`src/rtl/cdb_arbiter_pkg.sv`:
```
// Common data bus payload shared by the functional units and the CDB arbiter.
package cdb_arbiter_pkg;

  localparam int unsigned TAG_W = 6;
  localparam int unsigned VAL_W = 32;

  // Tag value reserved to mean "no result present"
  localparam logic [TAG_W-1:0] NO_VAL = '0;
  localparam logic [TAG_W-1:0] ALU_1  = TAG_W'(1);

  typedef struct packed {
    logic [TAG_W-1:0] tag;
    logic [VAL_W-1:0] val;
  } cdb_t;

endpackage

```
`src/rtl/cdb_arbiter.sv`:
```
// Round-robin arbiter for the common data bus: one FU result per cycle is
// accepted and broadcast from a register one cycle later.
module cdb_arbiter
  import cdb_arbiter_pkg::*;
#(
  parameter int unsigned NUM_SRC = 4
) (
  input  logic               clk_i,
  input  logic               reset_i,
  input  cdb_t [NUM_SRC-1:0] src_term_i,
  output logic [NUM_SRC-1:0] src_ready_o,
  input  logic               flush_i,
  output cdb_t               cdb_term_o,
  output logic [31:0]        bcast_cnt_o
);

  localparam int unsigned PTR_W = (NUM_SRC > 1) ? $clog2(NUM_SRC) : 1;
  localparam int unsigned CNT_W = 32;
  localparam int unsigned LAST  = NUM_SRC - 1;

  logic [NUM_SRC-1:0] req;
  logic               found;
  logic [PTR_W-1:0]   found_idx;
  logic               grant;
  logic [PTR_W-1:0]   rr_ptr_q;
  logic [PTR_W-1:0]   rr_ptr_d;
  cdb_t               cdb_term_q;
  logic [CNT_W-1:0]   bcast_cnt_q;

  // A source requests whenever it presents a real tag
  always_comb begin
    req = '0;
    for (int unsigned i = 0; i < NUM_SRC; i++) begin
      req[i] = (src_term_i[i].tag != NO_VAL);
    end
  end

  // Scan from the round-robin pointer and take the first requester
  always_comb begin
    int unsigned idx;
    idx       = 0;
    found     = 1'b0;
    found_idx = '0;
    for (int unsigned off = 0; off < NUM_SRC; off++) begin
      idx = (32'(rr_ptr_q) + off) % NUM_SRC;
      if (!found && req[idx]) begin
        found     = 1'b1;
        found_idx = PTR_W'(idx);
      end
    end
  end

  // Flush and reset suppress the grant; losers simply keep holding their terms
  always_comb begin
    grant       = found && !flush_i && !reset_i;
    src_ready_o = '0;
    if (grant) begin
      src_ready_o[found_idx] = 1'b1;
    end
  end

  // Pointer moves just past the winner, wrapping at the last source
  always_comb begin
    rr_ptr_d = rr_ptr_q;
    if (grant) begin
      if (32'(found_idx) == LAST) begin
        rr_ptr_d = '0;
      end else begin
        rr_ptr_d = found_idx + PTR_W'(1);
      end
    end
  end

  // Broadcast register, pointer and broadcast counter
  always_ff @(posedge clk_i or posedge reset_i) begin
    if (reset_i) begin
      rr_ptr_q       <= '0;
      cdb_term_q.tag <= NO_VAL;
      cdb_term_q.val <= '0;
      bcast_cnt_q    <= '0;
    end else begin
      rr_ptr_q <= rr_ptr_d;
      if (grant) begin
        cdb_term_q  <= src_term_i[found_idx];
        bcast_cnt_q <= bcast_cnt_q + CNT_W'(1);
      end else begin
        cdb_term_q.tag <= NO_VAL;
      end
    end
  end

  assign cdb_term_o  = cdb_term_q;
  assign bcast_cnt_o = bcast_cnt_q;

endmodule

```
`config.mk`:
```
export PLATFORM = sky130hd
export DESIGN_NAME = cdb_arbiter
export DESIGN_NICKNAME = d
export VERILOG_FILES = /design/src/rtl/cdb_arbiter_pkg.sv /design/src/rtl/cdb_arbiter.sv
export SDC_FILE = /design/constraint.sdc
export NUM_CORES = 1
export LEC_CHECK = 0
export ABC_AREA = 1
export BUFFER_PORTS_ARGS = -buffer_cell sky130_fd_sc_hd__buf_4
export CORE_MARGIN = 3
export CORE_UTILIZATION = 48
export DETAILED_ROUTE_END_ITERATION = 10
export PLACE_DENSITY_LB_ADDON = 0.12
export REMOVE_ABC_BUFFERS = 1
export SETUP_SLACK_MARGIN = 0.15
export SYNTH_ARGS = -nofsm -noshare
export SYNTH_HDL_FRONTEND = slang
export SYNTH_SLANG_ARGS = --single-unit
```
`constraint.sdc`:
```
create_clock -name clk_i -period 2.6 [get_ports clk_i]
set_input_delay 0 -clock clk_i [delete_from_list [all_inputs] [get_ports clk_i]]
set_output_delay 0 -clock clk_i [all_outputs]
set_load 0.005 [all_outputs]
```
# After elaboration in Yosys (flattened, before gate mapping)
# Index checks and enable logic that the tools add are counted.
[word_totals]
reg_bits = 72
in_bits = 155
output_inout_bits = 74
wordCells = 54
[op_classes]
addsub = 5
magnitude_cmp = 6
eq_ne = 1
mux = 23
n_reduce_logical = 15
[op_table]
columns = ["operator", "n"]
rows = [
  ["38-bit binary-select mux with 2-bit select", 1],
  ["38-bit two-way mux", 1],
  ["32-bit by 1-bit adder with 32-bit output (second input constant)", 1],
  ["6-bit nonzero test", 4],
  ["2-bit by 3-bit < comparator with 1-bit output (second input constant)", 5],
  ["2-bit two-way mux", 5],
  ["1-bit two-way mux", 9],
  ["1-bit binary-select mux with 2-bit select", 4],
  ["1-bit logical AND", 6],
  ["6-bit two-way mux", 1],
  ["1-bit zero test", 5],
  ["2-bit by 1-bit adder with 2-bit output (second input constant)", 2],
  ["2-bit adder (second input constant)", 2],
  ["4-bit two-way mux", 1],
  ["1-bit demux with 2-bit select", 1],
  ["2-bit == test (second input constant)", 1],
  ["2-bit by 1-bit greater-or-equal comparator with 1-bit output (second input constant)", 1],
]

# Depth between registers and ports, before layout
[logic_depth]
ltp_word = 18
depth_mapped = 15
depth_no_buf = 14

# Worst setup path after synthesis
# Ideal clock, no wire load.
[synth_path]
path_kind = "register -> register"
from = "register rr_ptr_q[0]"
to = "register rr_ptr_q[1]"
setup_ns = 0.127
arrival_ns = 1.860
required_time_ns = 2.473
slack_ns = 0.613
stages_incl_launch_ff = 15
path_buffers = 2
period_less_slack_ns = 1.987
path_cell_list = "dfrtp_1 > buf_2 > xnor2_2 > inv_2 > nand3_1 > nand2_2 > nand2_2 > nand2_1 > nand2_2 > nand3_4 > inv_2 > buf_2 > ha_1 > nand2_1 > o21ai_0"
[synth_via]
elab_chain_cells = 14
word_cells_on_any_way = 30
classes_between = "add/sub (4); eq/ne (1); mux (17); reduce/logical (8)"
[synth_rtl]
columns = ["element", "line_no", "rtl"]
rows = [
  ["from (decl)", "cdb_arbiter.sv:25", "logic [PTR_W-1:0] rr_ptr_q;"],
  ["from (signal assigned)", "cdb_arbiter.sv:82", "rr_ptr_q <= rr_ptr_d;"],
  ["parallel branches: the longest is 14 deep, another holds 2-bit by 1-bit adder with 2-bit output", "n/a", ""],
]
# Several ways; the timed one is not identified. The select of a mux whose other input is x is not followed.
# A chain may end at the register's enable or synchronous reset.

# Worst setup path after layout
[layout_path]
from = "register rr_ptr_q[0]"
to = "output port src_ready_o[2]"
[layout_via]
elab_chain_cells = 17
word_cells_on_any_way = 33
classes_between = "add/sub (3); order compare (2); mux (19); reduce/logical (9)"
[layout_rtl]
columns = ["element", "line_no", "rtl"]
rows = [
  ["parallel branches: the longest is 16 deep, another holds 2-bit by 3-bit < comparator with 1-bit output", "n/a", ""],
  ["4-bit two-way mux *", "cdb_arbiter.sv:57", "if (grant) begin"],
  ["to (decl)", "cdb_arbiter.sv:11", "output logic [NUM_SRC-1:0] src_ready_o,"],
]
# Every way passes the cells marked *. The select of a mux whose other input is x is not followed.

==> metrics.md <==
| Metric | Value |
|---|---|
| Status | `complete, no violations` |
| Clock Tree Buf Depth | `2` |
| Layout cells sized above 1 | `30.97%` |
| Worst Path Buf+Inv | `4` |
| Seq/Total Area, Yosys | `36.80%` |
| Core ar. | `~9900 µm²` |
| CP max stage delay | `approximately 0.55 ns` |
| CTS Sinks | `72` |
| DR DRC count | `0` |
| Type of the tightest min-delay check | `primary input to flop` |
| Slowest-stage cell, CP | `dfrtp_2` |
| Area Overhead vs Synth | `62.97%` |
| IO Count | `~230` |
| Total of max-cap violations | `0` |
| Leakage power | `just over 4 nW` |
| Clock root buffer master | `clkbuf_8` |
| Cell Rows | `36` |
| Number of detailed-route iterations in the first pass | `5` |
| Antenna Nets Post-Route | `0` |
| Crit path kind | `flop to primary output` |
| Syn Inst Count | `~700` |
| Relative slew slack | `between 40% and 50%` |
| Clock slew at reported path FFs | `around 0.080 ns` |
| Setup Skew | `between 0.008 and 0.009 ns` |
| Synth area leader | `dfrtp_1` |
| Vias in the first global route | `between 6k and 7k` |
| Clk pwr share | `about an eighth` |
| Post-Route WL | `20.16 mm` |
| Yosys warning count | `0` |
| Crit path max-delay family | `simple AND/OR/NAND/NOR gates` |
| WL/cell | `17.76 µm` |
| Crit path arrival time | `~2.5 ns` |
| Period utilization | `a little over nine tenths` |
| DP HPWL | `11.74 mm` |
| DIE WIDTH | `~110 µm` |
| First-pass GRT wire length | `about 30 mm` |
| Pwr/cell area | `roughly 1000 nW/µm²` |
| CP max FO | `7` |
| Worst path cell trace | `buf_6, nand2_1, and2_1, or2_0, nand3_1, nand3_2, nand2_4, buf_12, ha_1, inv_1, nor2_1, buf_4` |
| FF+latch count, synth | `72` |
| Min Tclk post-route | `approximately 2.5 ns` |
| Finished Layout Cells | `around 1.1k` |
| DP Worst Slack | `approximately 0.22 ns` |
| Global route overflow | `0` |
| Yosys cell types | `28` |
| Unrepaired setup endpoints after global routing | `true` |
| Worst Tran Pin Value | `~0.85 ns` |
| Final Cell Area | `~8000 µm²` |
| Initial antenna violation count | `1` |
| Synth top area cells | `dfrtp_1, nand2_1, nand3_1` |
| Dpl cells | `between 1k and 1.5k` |
| DR vias/cell | `5.807` |
| CTS tree | `built` |
| Number of H-tree levels | `3` |
| Mean post-synth cell area | `7.014 µm²` |
| Sw Ratio | `between 40% and 50%` |
| Worst skew pair latency | `about 0.35 ns` |
| Die height | `between 100 and 150 µm` |
| Reg power frac | `about a fifth` |
| CP Capture Type | `primary output` |
| Internal power | `around 4.4 mW` |
| Startpoint Class | `flop` |
| Initial core utilization | `49.63%` |
| Final setup viols | `0` |
| Net switching power | `~3.8 mW` |
| Largest net degree at the start of global routing | `65` |
| Share of the synthesized area in the top cell type | `a little under two fifths` |
| 1st-iter DRT viols | `around 580` |
| Worst-case vdd ir drop | `0.0008442 V` |
| Final hold vios | `0` |
| Vias | `6591` |
| WP data required | `2.60 ns` |
| Inserted Clock Buffers | `9` |
| Netlist Area Pre-Place | `4896 µm²` |
| Combinational share of power | `between 60% and 70%` |
| Gpl congestion | `about 0.9` |
| DP Area | `6641 µm²` |
| GRT Total Usage | `32.89%` |
| Max Slew Vio Count | `0` |
| Post-synth ARST share | `100.0%` |
| Fmax | `between 400 and 500 MHz` |
| I/O Buffers | `228` |
| Layout net count | `around 1.2k` |
| EDFF count, synth | `0` |
| Setup ws final | `0.1410 ns` |
| Most used DFF post-synth | `dfrtp_1` |
| Total die area | `~11000 µm²` |
per-layer routing:
| metal | global-route usage (%) | wire length, µm | up-vias |
|---|---|---|---|
| li1 | - | - | 2943 |
| met1 | 36.90 | 7032 | 3023 |
| met2 | 56.38 | 9886 | 508 |
| met3 | 7.646 | 2020 | 117 |
| met4 | 20.27 | 1223 | 0 |
| met5 | 0 | 0 | - |
layout make-up:
| type | count | area [µm²] |
|---|---|---|
| clock buffer | 10 | 127.6 |
| sequential | 72 | 1804 |
| tap | 133 | 166.4 |
| timing repair buffer | 335 | 2844 |
| multi-input combinational | 545 | 2798 |
| clock inverter | 6 | 92.59 |
| antenna | 1 | 2.502 |
| fill | 653 | 1886 |
| inverter | 33 | 143.9 |
logic make-up after synthesis:
family	count (synthesis)	share of synthesized area [%]
AO/OA/AOI/OAI	9	0.9199
XOR/XNOR	31	5.699
adder cells (fa/ha/maj)	5	1.278
buffers and inverters	82	8.254
flip-flops	72	36.80
AND/OR/NAND/NOR	499	47.05
stage by stage:
step                setup TNS (ns)  hold slack [ns]  utilization, %  power [mW]
floorplan                   -66.29           0.1598               -       4.202
global placement                 0           0.2194           67.33       5.774
detailed placement               0           0.2270           67.33       5.891
CTS                              0        0.0001096           77.64       7.291
global route                     0         0.005025           80.89       8.778
finish                           0         0.005905           80.89       8.272
power groups by stage:
stage / logic (mW) / registers (mW) / clock network (mW)
finish: 5.51 / 1.75 / 1.01
global placement: 4.05 / 1.72 / 0
global route: 5.92 / 1.79 / 1.06
detailed placement: 4.17 / 1.73 / 0
CTS: 4.55 / 1.73 / 1.01
floorplan: 2.48 / 1.72 / 0
state kept, by name, indices dropped and copies added, names as in the netlist:
| register | cells |
|---|---|
| rr_ptr_q | 2 |
| bcast_cnt_o | 32 |
| cdb_term_o | 38 |
Yosys cell counts (6+ instances only):
master   number
a21oi_1       6
buf_2        32
buf_4         7
dfrtp_1      72
inv_1        28
nand2_1     220
nand3_1     131
nand4_1      75
nor2_1       47
nor3_1       12
xnor2_1      11
xor2_1       19
placed cells by master (no fill, tap or decap), types with 4 or more instances in the layout:
| cell type | instances |
|---|---|
| a21oi_1 | 6 |
| buf_12 | 4 |
| buf_4 | 251 |
| buf_6 | 5 |
| clkbuf_8 | 9 |
| dfrtp_1 | 70 |
| dlygate4sd3_1 | 70 |
| ha_1 | 5 |
| inv_1 | 27 |
| nand2_1 | 216 |
| nand2_4 | 6 |
| nand3_1 | 126 |
| nand3_2 | 6 |
| nand4_1 | 75 |
| nor2_1 | 45 |
| nor3_1 | 12 |
| xnor2_1 | 11 |
| xor2_1 | 19 |
worst min-delay path: stages:
cell and delay [ns]:
buf_4 0.08, nand2_1 0.04, nand3_1 0.07, nand3_1 0.06
nand2_1 0.07
repair_timing:
item                                   4_1_cts  5_1_grt
endpoints found under the hold margin       73        0
hold buffers                                70        0
setup endpoints to repair                    4       36
resized for setup                            6       30
buffers inserted                             4       16
cloned                                       2        3
pin swaps                                    1        8
worst paths after layout:
| kind | startpoint | endpoint | slack [ns] | cells past startpoint |
|---|---|---|---|---|
| max | rr_ptr_q[0] | src_ready_o[2] | 0.14 | 12 |
| min | src_term_i[8] | cdb_term_o[8] | 0.006 | 5 |
| max reg2reg | rr_ptr_q[0] | cdb_term_o[9] | 0.16 | 12 |
| min reg2reg | cdb_term_o[7] | cdb_term_o[7] | 0.49 | 2 |
| max in group asynchronous | reset_i | cdb_term_o[15] | 1.51 | 4 |
| min in group asynchronous | reset_i | cdb_term_o[28] | 0.40 | 3 |
(Power assumes the default switching activity.)
